File: src/rtl/bp_gshare.sv
// -----------------------------------------------------------------------------
// bp_gshare
//   Gshare branch predictor for the Ibex fetch stage. A pattern history table
//   (PHT) of saturating counters is indexed by fetch PC[IdxW:1] XOR the global
//   history register (GHR). Predicted directions of conditional branches are
//   shifted into the GHR speculatively. When EX reports a mispredict, the GHR
//   is rebuilt from the history captured with that branch. The PHT has no
//   per-entry reset. After reset it is filled by a sequential sweep that
//   writes one entry per cycle.
//
// Ports
//   clk_i                  clock, all state updates on the rising edge
//   rst_i                  synchronous active-high reset
//   fetch_rdata_i          instruction word at the fetch PC (RVC in [15:0])
//   fetch_pc_i             fetch PC
//   fetch_valid_i          fetch_rdata_i / fetch_pc_i valid
//   predict_branch_taken_o combinational taken prediction
//   predict_branch_pc_o    combinational target, fetch_pc_i + immediate
//   predict_ghr_o          GHR used for this prediction (carried down the pipe)
//   ex_br_valid_i          EX resolved a conditional branch this cycle
//   ex_br_instr_addr_i     PC of the resolved branch
//   ex_br_taken_i          actual direction
//   ex_br_mispredict_i     direction was mispredicted (qualified by valid)
//   ex_ghr_i               predict_ghr_o value that travelled with the branch
//   init_done_o            PHT sweep finished, predictor live
// -----------------------------------------------------------------------------
module bp_gshare #(
  parameter int unsigned CTableSize = 256,
  parameter int unsigned CounterLen = 2,
  parameter int unsigned GhrLen     = 8
) (
  input  logic              clk_i,
  input  logic              rst_i,
  input  logic [31:0]       fetch_rdata_i,
  input  logic [31:0]       fetch_pc_i,
  input  logic              fetch_valid_i,
  output logic              predict_branch_taken_o,
  output logic [31:0]       predict_branch_pc_o,
  output logic [GhrLen-1:0] predict_ghr_o,
  input  logic              ex_br_valid_i,
  input  logic [31:0]       ex_br_instr_addr_i,
  input  logic              ex_br_taken_i,
  input  logic              ex_br_mispredict_i,
  input  logic [GhrLen-1:0] ex_ghr_i,
  output logic              init_done_o
);

  localparam int unsigned IdxW = $clog2(CTableSize);

  localparam logic [CounterLen-1:0] CtrInit = {1'b1, {(CounterLen-1){1'b0}}};
  localparam logic [CounterLen-1:0] CtrMax  = {CounterLen{1'b1}};
  localparam logic [IdxW-1:0]       IdxLast = IdxW'(CTableSize - 1);

  localparam logic [6:0] OpcodeBranch = 7'h63;
  localparam logic [6:0] OpcodeJal    = 7'h6f;

  typedef enum logic [0:0] {
    ST_INIT = 1'b0,
    ST_RUN  = 1'b1
  } state_e;

  // ---------------------------------------------------------------------------
  // Helper functions
  // ---------------------------------------------------------------------------

  // Saturating counter increment.
  function automatic logic [CounterLen-1:0] ctr_inc(input logic [CounterLen-1:0] c);
    if (c == CtrMax) begin
      return c;
    end else begin
      return c + CounterLen'(1);
    end
  endfunction

  // Saturating counter decrement.
  function automatic logic [CounterLen-1:0] ctr_dec(input logic [CounterLen-1:0] c);
    if (c == {CounterLen{1'b0}}) begin
      return c;
    end else begin
      return c - CounterLen'(1);
    end
  endfunction

  // Shift one direction bit into a history value. The extra bit of headroom
  // keeps this legal when GhrLen is 1.
  function automatic logic [GhrLen-1:0] ghr_push(input logic [GhrLen-1:0] h,
                                                 input logic              b);
    logic [GhrLen:0] t;
    t = {h, b};
    return t[GhrLen-1:0];
  endfunction

  // ---------------------------------------------------------------------------
  // State
  // ---------------------------------------------------------------------------
  state_e                state_r;
  logic [IdxW-1:0]       init_idx_r;
  logic [GhrLen-1:0]     ghr_r;
  logic                  init_done_r;
  logic [CounterLen-1:0] pht_r [CTableSize];

  // ---------------------------------------------------------------------------
  // Instruction decode (same decode as the bimodal predictor)
  // ---------------------------------------------------------------------------
  logic        is_b_s, is_j_s, is_cj_s, is_cb_s, is_c_s;
  logic        cond_s, jump_s;
  logic [31:0] imm_b_s, imm_j_s, imm_cj_s, imm_cb_s, imm_s;

  assign imm_j_s  = {{12{fetch_rdata_i[31]}}, fetch_rdata_i[19:12], fetch_rdata_i[20],
                     fetch_rdata_i[30:21], 1'b0};
  assign imm_b_s  = {{19{fetch_rdata_i[31]}}, fetch_rdata_i[31], fetch_rdata_i[7],
                     fetch_rdata_i[30:25], fetch_rdata_i[11:8], 1'b0};
  assign imm_cj_s = {{20{fetch_rdata_i[12]}}, fetch_rdata_i[12], fetch_rdata_i[8],
                     fetch_rdata_i[10:9], fetch_rdata_i[6], fetch_rdata_i[7],
                     fetch_rdata_i[2], fetch_rdata_i[11], fetch_rdata_i[5:3], 1'b0};
  assign imm_cb_s = {{23{fetch_rdata_i[12]}}, fetch_rdata_i[12], fetch_rdata_i[6:5],
                     fetch_rdata_i[2], fetch_rdata_i[11:10], fetch_rdata_i[4:3], 1'b0};

  assign is_c_s  = (fetch_rdata_i[1:0] != 2'b11);
  assign is_b_s  = (fetch_rdata_i[6:0] == OpcodeBranch);
  assign is_j_s  = (fetch_rdata_i[6:0] == OpcodeJal);
  // C.J (101) and C.JAL (001, RV32 only) in quadrant 1.
  assign is_cj_s = is_c_s & (fetch_rdata_i[1:0] == 2'b01) &
                   ((fetch_rdata_i[15:13] == 3'b101) | (fetch_rdata_i[15:13] == 3'b001));
  // C.BEQZ (110) and C.BNEZ (111) in quadrant 1.
  assign is_cb_s = is_c_s & (fetch_rdata_i[1:0] == 2'b01) &
                   ((fetch_rdata_i[15:13] == 3'b110) | (fetch_rdata_i[15:13] == 3'b111));

  assign cond_s = is_b_s | is_cb_s;
  assign jump_s = is_j_s | is_cj_s;

  // Select the immediate that belongs to the decoded instruction type.
  always_comb begin
    imm_s = 32'd0;
    if (is_j_s) begin
      imm_s = imm_j_s;
    end else if (is_cj_s) begin
      imm_s = imm_cj_s;
    end else if (is_b_s) begin
      imm_s = imm_b_s;
    end else if (is_cb_s) begin
      imm_s = imm_cb_s;
    end else begin
      imm_s = 32'd0;
    end
  end

  // ---------------------------------------------------------------------------
  // Prediction (combinational read of the PHT, no write bypass)
  // ---------------------------------------------------------------------------
  logic [IdxW-1:0] pred_idx_s;
  logic            pht_msb_s;
  logic            cond_taken_s;

  assign pred_idx_s   = fetch_pc_i[IdxW:1] ^ IdxW'(ghr_r);
  assign pht_msb_s    = pht_r[pred_idx_s][CounterLen-1];
  // Until the sweep finishes, the table holds garbage, so conditional branches
  // fall back to not-taken.
  assign cond_taken_s = pht_msb_s & init_done_r;

  assign predict_branch_taken_o = fetch_valid_i & (jump_s | (cond_s & cond_taken_s));
  assign predict_branch_pc_o    = fetch_pc_i + imm_s;
  assign predict_ghr_o          = ghr_r;
  assign init_done_o            = init_done_r;

  // ---------------------------------------------------------------------------
  // PHT write port: sweep during INIT, EX training during RUN
  // ---------------------------------------------------------------------------
  logic [IdxW-1:0]       upd_idx_s;
  logic [CounterLen-1:0] upd_ctr_s;
  logic                  pht_we_s;
  logic [IdxW-1:0]       pht_waddr_s;
  logic [CounterLen-1:0] pht_wdata_s;

  assign upd_idx_s = ex_br_instr_addr_i[IdxW:1] ^ IdxW'(ex_ghr_i);
  assign upd_ctr_s = pht_r[upd_idx_s];

  // Choose the single PHT write of this cycle.
  always_comb begin
    pht_we_s    = 1'b0;
    pht_waddr_s = {IdxW{1'b0}};
    pht_wdata_s = {CounterLen{1'b0}};
    if (rst_i) begin
      pht_we_s = 1'b0;
    end else if (state_r == ST_INIT) begin
      pht_we_s    = 1'b1;
      pht_waddr_s = init_idx_r;
      pht_wdata_s = CtrInit;
    end else if (ex_br_valid_i) begin
      pht_we_s    = 1'b1;
      pht_waddr_s = upd_idx_s;
      pht_wdata_s = ex_br_taken_i ? ctr_inc(upd_ctr_s) : ctr_dec(upd_ctr_s);
    end else begin
      pht_we_s = 1'b0;
    end
  end

  // PHT storage. It is deliberately not reset because the sweep initialises it.
  always_ff @(posedge clk_i) begin
    if (pht_we_s) begin
      pht_r[pht_waddr_s] <= pht_wdata_s;
    end
  end

  // ---------------------------------------------------------------------------
  // GHR next state in RUN: mispredict recovery beats speculative shift
  // ---------------------------------------------------------------------------
  logic [GhrLen-1:0] ghr_next_s;

  // Next GHR value. A fetch in the same cycle as a mispredict is wrong-path.
  always_comb begin
    ghr_next_s = ghr_r;
    if (ex_br_valid_i & ex_br_mispredict_i) begin
      ghr_next_s = ghr_push(ex_ghr_i, ex_br_taken_i);
    end else if (fetch_valid_i & cond_s) begin
      ghr_next_s = ghr_push(ghr_r, cond_taken_s);
    end else begin
      ghr_next_s = ghr_r;
    end
  end

  // Control FSM: INIT sweep, then RUN. It also owns the GHR and the ready flag.
  always_ff @(posedge clk_i) begin
    if (rst_i) begin
      state_r     <= ST_INIT;
      init_idx_r  <= {IdxW{1'b0}};
      ghr_r       <= {GhrLen{1'b0}};
      init_done_r <= 1'b0;
    end else begin
      case (state_r)
        ST_INIT: begin
          init_idx_r <= init_idx_r + IdxW'(1);
          ghr_r      <= {GhrLen{1'b0}};
          if (init_idx_r == IdxLast) begin
            state_r     <= ST_RUN;
            init_done_r <= 1'b1;
          end
        end
        ST_RUN: begin
          ghr_r <= ghr_next_s;
        end
        default: begin
          state_r     <= ST_INIT;
          init_idx_r  <= {IdxW{1'b0}};
          ghr_r       <= {GhrLen{1'b0}};
          init_done_r <= 1'b0;
        end
      endcase
    end
  end

  // Address bits that never take part in indexing.
  logic unused_addr_s;
  assign unused_addr_s = ^{ex_br_instr_addr_i[31:IdxW+1], ex_br_instr_addr_i[0]};

endmodule

File: config.mk
export PLATFORM = sky130hd
export DESIGN_NAME = bp_gshare
export DESIGN_NICKNAME = d
export VERILOG_FILES = /design/src/rtl/bp_gshare.sv
export SDC_FILE = /design/constraint.sdc
export NUM_CORES = 1
export LEC_CHECK = 0
export ABC_AREA = 1
export ABC_CLOCK_PERIOD_IN_PS = 25500
export CAP_MARGIN = 10
export CORE_MARGIN = 1
export CORE_UTILIZATION = 40
export DETAILED_ROUTE_END_ITERATION = 12
export GPL_TIMING_DRIVEN = 0
export HOLD_SLACK_MARGIN = 0.02
export SYNTH_ARGS = -nofsm -noshare
export SYNTH_HDL_FRONTEND = slang
export SYNTH_SLANG_ARGS = --single-unit
File: constraint.sdc
create_clock -name clk_i -period 25.5 [get_ports clk_i]
set_clock_uncertainty 0.1 [all_clocks]
set_input_delay 7.65 -clock clk_i [delete_from_list [all_inputs] [get_ports clk_i]]
set_output_delay 7.65 -clock clk_i [all_outputs]
set_load 0.01 [all_outputs]
==> impl_metrics.ini, run 1 <==
[worst_setup_path]
critPathSlowestCell = clkdlybuf4s50_1
slowest_delay_ps = 570
timing.rr.start = predict_ghr_o[2]
cp-startpoint = fetch_rdata_i[5]
path_cells = clkdlybuf4s50_1, nand2_1, nor2_1, inv_1, nor4_4, inv_1, clkbuf_1, o211ai_1, o21ai_0, inv_1, ha_1, inv_1, fa_1, o21ai_0, a21o_1, a21oi_1, o21ai_0, a21oi_1, o21bai_1, a31oi_1, xor2_1, clkdlybuf4s50_1
critPathKind = in -> out
crit_buf_inv = 7
worstPathRequired_ps = 17750
crit_path_max_fanout = 10
cp.arrival_ps = 12960
path_delay_family = compound AO/OA/AOI/OAI gates
start_kind = input pin
setup.worst_path.end_class = output pin
path_common_cell = inv_1

[global_route]
globalRouteOverflowTotal = 0
grt_max_degree = 42
grt_pass1_vias = 24000
grt_usage_pct = 34.3
grt_pass1_wl_mm = 170
antenna_found_initial = 5

[run]
drv_cap = 0

[clocking]
ctsLongestPathBuffers = 3
postCtsSetupBuffers = 0
tritoncts = yes
numClockSinks = 530
cts_resized = 0
ctsHoldBuffers = 0
path_clk_slew_ps = 60
clockRootBuffer = clkbuf_16
clk_latency_ps = 660
htreeDepth = 2
cts-buffers-inserted = 56

[worst_hold_path]
min-delay-start = predict_ghr_o[7]
hold_class = reg -> reg

[logic_synthesis]
async_flop_share_pct = 0
ys_seq_area_share_pct = 56.9
postSynthAreaPerCell_um2 = 8.87
synth_area_leaders = edfxtp_1 56%, nand2_1 12%, nand3_1 12%
yosysWarnings = 0
synth_ff_type = edfxtp_1
ys_ff_latch = 530
synth_edf_count = 512
synth_top_area_share_pct = 55.6
yosysMostFrequentCell = nand2_1
synth_cell_type_count = 43
synth_area_um2 = 27700
synth_commonest_cells = 907 x nand2_1, 675 x nand3_1, 512 x edfxtp_1
synth.largest_area_cell = edfxtp_1
synth_cells = 3119
syn_nets = 3261

[floorplanning]
coreArea_um2 = 68500
die_area_um2 = 70200
row_count = 96
initial_core_util_pct = 40.4
fp.dieW_um = 265
die_y_um = 265
ios = 152

[place]
dpl_worst_slack_ps = 4880
dp_hpwl_mm = 83.5
place_congestion = 1.01
port_buffers = 125
placed_cell_area_um2 = 30400
dp_cells = 4142

[pwr]
clkPwrFrac_pct = 40.8
total_power_mw = 2.18
leakage_nw = 12.5
p_seq_share_pct = 43.5
peakVddDrop_uv = 57.0
p_sw_mw = 0.616
swShare_pct = 28.2
p_comb_share_pct = 15.7
p_int_mw = 1.57
p_per_area_nw_per_um2 = 67.4

[final_layout]
instances_no_fill = 4248
synthToLayoutAreaGrowth_pct = 17.0
fin_area_um2 = 32400
drive_gt1_share_pct = 7.55
fin_util_pct = 47.3
nNetsFinal = 3460

[routing]
drt_iter0_markers = 4480
wl_per_cell_um = 29.0
first_pass_iters = 8
drc = 0
via_per_inst = 6.09
vias = 25900
routed_wl_mm = 123
antenna_left = 0

[timing]
worst_pin_slew_ps = 1460
fin_crit_sh_pct = 81.2
fmax_mhz = 48.3
final_hold_viol_count = 0
layout_setup_ws_ps = 4790
rsz0062_at_grt = false
report.final.slew_viol_count = 0
relSlewSlack_pct = 2.04
finalSetupTns_ps = 0
post-route-min-period_ps = 20710
whs_ps = 410
setup_viol = 0

[outcome]
run_status = complete, no violations
## final cells by class
cell class | instances | area (um2)
clock buffers | 66 | 1460
well taps | 882 | 1100
repair buffers | 141 | 1600
flip-flops and latches | 530 | 15700
multi-input cells | 2201 | 10300
plain buffers | 192 | 986
fillers | 6667 | 36100
inverters | 196 | 736
diodes | 2 | 5.00
clock inverters | 38 | 499
## sequential cells by signal, indices dropped and copies added (netlist names)
register and cells:
predict_ghr_o 8, state_r 1, init_idx_r 8, pht_r 512, init_done_o 1
## worst min-delay path: cells and delay by family (launching register included)
family,cells,cell delay [ps]
AOI/OAI and AO/OA,1,50
DFF,1,340
and+or+nand+nor,1,70
## routing by layer
layer	routed length (um)	part of all wire (%)	track usage, %	vias up
li1	-	-	-	11100
met1	44300	36	43.2	12200
met2	52600	43	51.3	2059
met3	16700	14	9.98	521
met4	9660	7.8	23.2	6
met5	76	0.062	0	-
## logic make-up (layout without fill, tap and decap cells)
logic type | after synthesis | after routing | share of synthesized area, %
adders and majority gates | 32 | 32 | 1.47
DFF | 530 | 530 | 56.9
other | 0 | 2 | 0
buffers and inverters | 388 | 633 | 6.21
and+or+nand+nor | 1925 | 1925 | 29.5
xor gates and xnor gates | 45 | 45 | 1.48
AOI/OAI and AO/OA | 199 | 199 | 4.52
## placed cells by master, fill, tap and decap left out, drive strengths merged
cell type and n:
a21o 3, a21oi 58, a221o 1, a31o 1, a31oi 4, a32o 3
a32oi 4, buf 155, bufinv 11, clkbuf 119, clkdlybuf4s50 125, clkinv 21
clkinvlp 6, dfxtp 18, diode 2, edfxtp 512, fa 1, ha 31
inv 196, nand2 910, nand3 675, nand3b 2, nand4 2, nor2 320
nor3 10, nor3b 1, nor4 5, o2111ai 1, o211ai 60, o21a 3
o21ai 44, o21bai 3, o221ai 4, o22ai 9, o31ai 1, xnor2 26
xor2 19
## final timing paths
kind | end | slack, ps | cells past startpoint
setup reg to reg | predict_ghr_o[0] | 20910 | 13
hold reg to reg | predict_ghr_o[7] | 410 | 2
setup / recovery | predict_branch_pc_o[29] | 4790 | 22
hold / removal | predict_ghr_o[7] | 410 | 2
## power by group through the flow
stage | Combinational, mW | Clock, mW | Sequential, mW
CTS | 0.324 | 0.884 | 0.948
global placement | 0.318 | 0 | 0.974
finish | 0.343 | 0.890 | 0.948
detailed placement | 0.323 | 0 | 0.967
floorplan | 0.165 | 0 | 0.970
global route | 0.350 | 0.912 | 0.948
Power figures use the tool's default switching activity.
==> inputs of run 2 (changes only) <==
--- a/config.mk
+++ b/config.mk
@@ -6,7 +6,7 @@
 export NUM_CORES = 1
 export LEC_CHECK = 0
 export ABC_AREA = 1
-export ABC_CLOCK_PERIOD_IN_PS = 25500
+export ABC_CLOCK_PERIOD_IN_PS = 18630
 export CAP_MARGIN = 10
 export CORE_MARGIN = 1
 export CORE_UTILIZATION = 40
==> constraint.sdc (replaced) <==
create_clock -name clk_i -period 18.63 [get_ports clk_i]
set_clock_uncertainty 0.1 [all_clocks]
set_input_delay 5.589 -clock clk_i [delete_from_list [all_inputs] [get_ports clk_i]]
set_output_delay 5.589 -clock clk_i [all_outputs]
set_load 0.01 [all_outputs]
==> results of run 2 <==
Same layout as run 1 (identical final DEF). Status: complete, no violations.
Main changes from that run: setup slack after placement 4880 ps -> 2130 ps; setup slack after layout 4790 ps -> 2040 ps; register-to-register setup slack 20910 ps -> 14040 ps; total power 2.18 mW -> 2.99 mW; worst IR drop on VDD 57.0 uV -> 78.0 uV
